[src/rtl/pipe_ctrl.sv]
// pipe_ctrl: pipeline stall merge plus exception/eret freeze-flush-drain sequencing
//   in : clk, rst (sync, active-high), stallreq_{if,id,ex,mem}, excp_valid, excp_is_eret, cp0_epc
//   out: stall_ctrl[5:0] (PC,IF,ID,EX,MEM,WB hold), flush, new_pc, excp_ack, stall_timeout
//   `PIPE_CTRL_STALL_WDOG_EN enables the runaway-stall watchdog; otherwise stall_timeout is 0
module pipe_ctrl #(
  parameter int ADDR_W = 32,
  parameter logic [ADDR_W-1:0] EXC_VECTOR = 32'h0000_0020,
  parameter int SHADOW_CYCLES = 2,
  parameter int WDOG_LIMIT = 1023
) (
  input  logic              clk,
  input  logic              rst,
  input  logic              stallreq_if,
  input  logic              stallreq_id,
  input  logic              stallreq_ex,
  input  logic              stallreq_mem,
  input  logic              excp_valid,
  input  logic              excp_is_eret,
  input  logic [ADDR_W-1:0] cp0_epc,
  output logic [5:0]        stall_ctrl,
  output logic              flush,
  output logic [ADDR_W-1:0] new_pc,
  output logic              excp_ack,
  output logic              stall_timeout
);
  typedef enum logic [1:0] {RUN, FLUSH, DRAIN} state_t;
  state_t state, state_nx;
  logic [1:0] cnt, cnt_nx;
  logic [5:0] dec;
  if (SHADOW_CYCLES < 1 || SHADOW_CYCLES > 3 || WDOG_LIMIT < 1) begin : g_bad_cfg
    $error("pipe_ctrl: illegal SHADOW_CYCLES or WDOG_LIMIT");
  end
  always_comb dec = stallreq_mem ? 6'b011111 : stallreq_ex ? 6'b001111 :
                    stallreq_id  ? 6'b000111 : stallreq_if ? 6'b000011 : 6'b000000;
  always_comb begin
    state_nx   = state;
    cnt_nx     = cnt;
    stall_ctrl = dec;
    flush      = 1'b0;
    excp_ack   = 1'b0;
    case (state)
      RUN: if (excp_valid) begin
        stall_ctrl = 6'b111111;
        state_nx   = FLUSH;
      end
      FLUSH: begin
        stall_ctrl = 6'b000000;
        flush      = 1'b1;
        excp_ack   = 1'b1;
        state_nx   = DRAIN;
        cnt_nx     = 2'(SHADOW_CYCLES - 1);
      end
      DRAIN: if (!dec[4]) begin
        // a held MEM stage freezes the shadow window
        if (cnt == 2'd0) state_nx = RUN;
        else cnt_nx = cnt - 2'd1;
      end
      default: state_nx = RUN;
    endcase
    if (rst) begin
      stall_ctrl = 6'b000000;
      flush      = 1'b0;
      excp_ack   = 1'b0;
    end
  end
  always_ff @(posedge clk) begin
    if (rst) begin
      state  <= RUN;
      cnt    <= 2'd0;
      new_pc <= '0;
    end else begin
      state <= state_nx;
      cnt   <= cnt_nx;
      if (state == RUN && excp_valid) new_pc <= excp_is_eret ? cp0_epc : EXC_VECTOR;
    end
  end
`ifdef PIPE_CTRL_STALL_WDOG_EN
  localparam int WW = $clog2(WDOG_LIMIT + 1);
  logic [WW-1:0] wcnt;
  logic stalled;
  // stall_ctrl is already 0 in FLUSH and under reset, so this also clears there
  always_comb stalled = |stall_ctrl;
  always_ff @(posedge clk) begin
    if (rst || !stalled) wcnt <= '0;
    else if (wcnt != WW'(WDOG_LIMIT)) wcnt <= wcnt + 1'b1;
  end
  always_comb stall_timeout = stalled && wcnt == WW'(WDOG_LIMIT - 1);
`else
  always_comb stall_timeout = 1'b0;
`endif
endmodule
[config.mk]
export PLATFORM = sky130hd
export DESIGN_NAME = pipe_ctrl
export DESIGN_NICKNAME = d
export VERILOG_FILES = /design/src/rtl/pipe_ctrl.sv
export SDC_FILE = /design/constraint.sdc
export NUM_CORES = 1
export LEC_CHECK = 0
export CORE_UTILIZATION = 39
export CTS_BUF_LIST = sky130_fd_sc_hd__clkbuf_16
export DETAILED_ROUTE_END_ITERATION = 8
export PLACE_DENSITY = 0.85
export SLEW_MARGIN = 15
export SYNTH_ARGS = -nofsm -noshare
export SYNTH_HDL_FRONTEND = slang
export SYNTH_SLANG_ARGS = --single-unit
[constraint.sdc]
create_clock -name clk -period 3 [get_ports clk]
set_input_delay 0.9 -clock clk [delete_from_list [all_inputs] [get_ports clk]]
set_output_delay 0.9 -clock clk [all_outputs]
set_load 0.01 [all_outputs]
==> run summary <==
dpl cell area - 0.002115 mm^2
Setup Viol. Count Final - 0
core area - 0.003128 mm^2
crit share post-route - 97.93%
Nets - 236
share of layout cells above drive strength 1 - 13.85%
Seq cells post-synth - 36
# diodes - 0
max cap viols - 0
antenna violations before repair - 0
largest net degree at the start of global routing - 32
DR iter-0 viols - 68
register area share after synthesis - 54.34%
Critical Path Start Type - input pin
Max VDD drop - 0.3589 mV
CTS tree - done
Yosys top cell by area - dfxtp_1
synth unique cells - 26
DRC - 0
final instance area - 0.002263 mm^2
Ports - 81
Area contributors post-synth - dfxtp_1 54%, a22o_1 15%, a22o_2 6.8%
Initial Util - 42.40%
drt wl/cell - 15.04 um
GRT Total Usage - 20.47%
Reg area - 720.7 um^2
pre-CTS setup slack - -0.3661 ns
hold slack - 0.4750 ns
crit path DAT - 2.04 ns
pwr dens - 516.2 mW/mm^2
clock buffer depth - 2
filler instances - 218
Cells after Synth - 116
worst hold path class - register to register
FMAX - 340.4 MHz
fin. max-slew vios - 0
latest clock arrival within the worst-skew pair - 0.27 ns
worst path required time - 2.10 ns
first-pass GRT wire length - 5.354 mm
crit end category - output port
skew final - 0.002067 ns
clock root cell - clkbuf_16
Power, Total - 1.168 mW
RSZ-0062 raised after global routing - no
Sink Count - 36
grt ovf - 0
H-tree levels - 2
Die Area - 0.003638 mm^2
HPWL after DPL - 2.720 mm
GPL Wtd Cong - 0.6742
vias in the first global route - 1172
Clk pin slew, worst setup/hold paths - 0.05 ns
Via density - 5.075
Port Buffer Count - 79
DRT antenna net count - 0
Post-CTS Resized - 11
setup_tns - 0 ns
1st-pass router iterations - 4
Layout area overhead - 70.66%
clock group share of total power - 40.0%
YS warnings - 0
Leak - 0.9308 nW
Placed Instances - 232
Util after Layout - 72.36%
Gate power share - 15.8%
status - complete, no violations
post-synth top area share - 54.34%
minimum clock period - 2.938 ns
Sequential Power Share - 44.3%
multi-input logic area - 521.8 um^2
die width - 60.32 um
Mapped Area - 0.001326 mm^2
Synthesized Nets - 157
die height - 60.32 um
Setup CP Type - input pin to output port
postcts setup bufs - 0
CTS Buf Count - 5
sw power - 0.2558 mW
average size of a mapped cell - 11.43 um^2
Final Hold Fails - 0
non-filler cells, final - 239
Int Pwr - 0.9126 mW
Via Count - 1213
row count - 20
Worst Slack Setup Final - 0.06207 ns
crit-path max FO - 3
DRT Wirelength - 3.595 mm
switch share - 21.89%
hold_buf cts - 0
## metal layers
layer | GRT usage (%) | share of wire, % | up-vias
met1 | 19.79 | 36 | 576
met3 | 6.710 | 7.9 | 5
li1 | - | - | 579
met2 | 38.93 | 54 | 53
met4 | 8.970 | 1.8 | 0
met5 | 0 | 0 | -
## layout make-up
class                   count  area share, %
clock buffers               5          5.528
multi-input cells          64          23.05
repair buffers             84          36.10
inverters                   4         0.6634
flip-flops and latches     36          31.84
clock inverters             2         0.3870
well taps                  44          2.432
## Yosys cell counts
library cell	number
conb_1	1
a21o_1	1
clkbuf_1	1
a22o_2	9
nor4b_1	1
and2_0	1
a21oi_1	4
dfxtp_1	36
inv_1	4
nand2b_1	3
and3b_1	1
a311oi_1	1
nor3b_4	1
o21ai_0	1
nor4_1	2
nor2b_1	3
nor2_1	8
a221oi_1	1
buf_2	3
ha_1	1
buf_4	3
a211o_1	1
nor3_1	1
nand3b_1	1
buf_6	5
a22o_1	22
## cell usage in the layout (no fill, tap or decap), drive strengths merged
cell / n
a211o: 1
a21o: 1
a21oi: 4
a221oi: 1
a22o: 31
a311oi: 1
and2: 1
and3b: 1
buf: 5
clkbuf: 7
clkdlybuf4s15: 1
clkdlybuf4s50: 69
clkinv: 1
conb: 1
dfxtp: 36
dlygate4sd2: 5
dlymetal6s2s: 2
ha: 1
inv: 5
nand2b: 3
nand3b: 1
nor2: 8
nor2b: 3
nor3: 1
nor3b: 1
nor4: 2
nor4b: 1
o21ai: 1
## worst max-delay path: stages
cell,delay (ns)
clkdlybuf4s50_1,0.49
nor2b_4,0.20
nor2_1,0.06
nor2_1,0.11
clkdlybuf4s15_1,0.27
## flip-flops by register name, summed over array words and instances, names as in the netlist
| signal | flops |
|---|---|
| state | 2 |
| new_pc | 32 |
| cnt | 2 |
## final timing paths
path                                  from             to  slack (ns)  depth (start not counted)
worst max-delay path            excp_valid  stall_ctrl[4]        0.06                          5
worst min-delay path            new_pc[23]     new_pc[23]        0.47                          1
worst max register to register    state[1]      new_pc[6]        1.45                          5
worst min register to register  new_pc[23]     new_pc[23]        0.47                          1
## power groups by stage
stage | clock network [mW] | registers (mW) | logic [mW]
finish | 0.467 | 0.517 | 0.184
global route | 0.495 | 0.520 | 0.198
CTS | 0.477 | 0.517 | 0.183
detailed placement | 0 | 0.527 | 0.186
global placement | 0 | 0.525 | 0.180
floorplan | 0 | 0.532 | 0.0673
## kinds of logic after synthesis
family | synth area share, %
AOI/OAI and AO/OA | 25.75
adders and majority gates | 0.9432
buffers and inverters | 8.489
DFF | 54.34
other | 0.2827
and+or+nand+nor | 10.19
(Power assumes the default switching activity.)
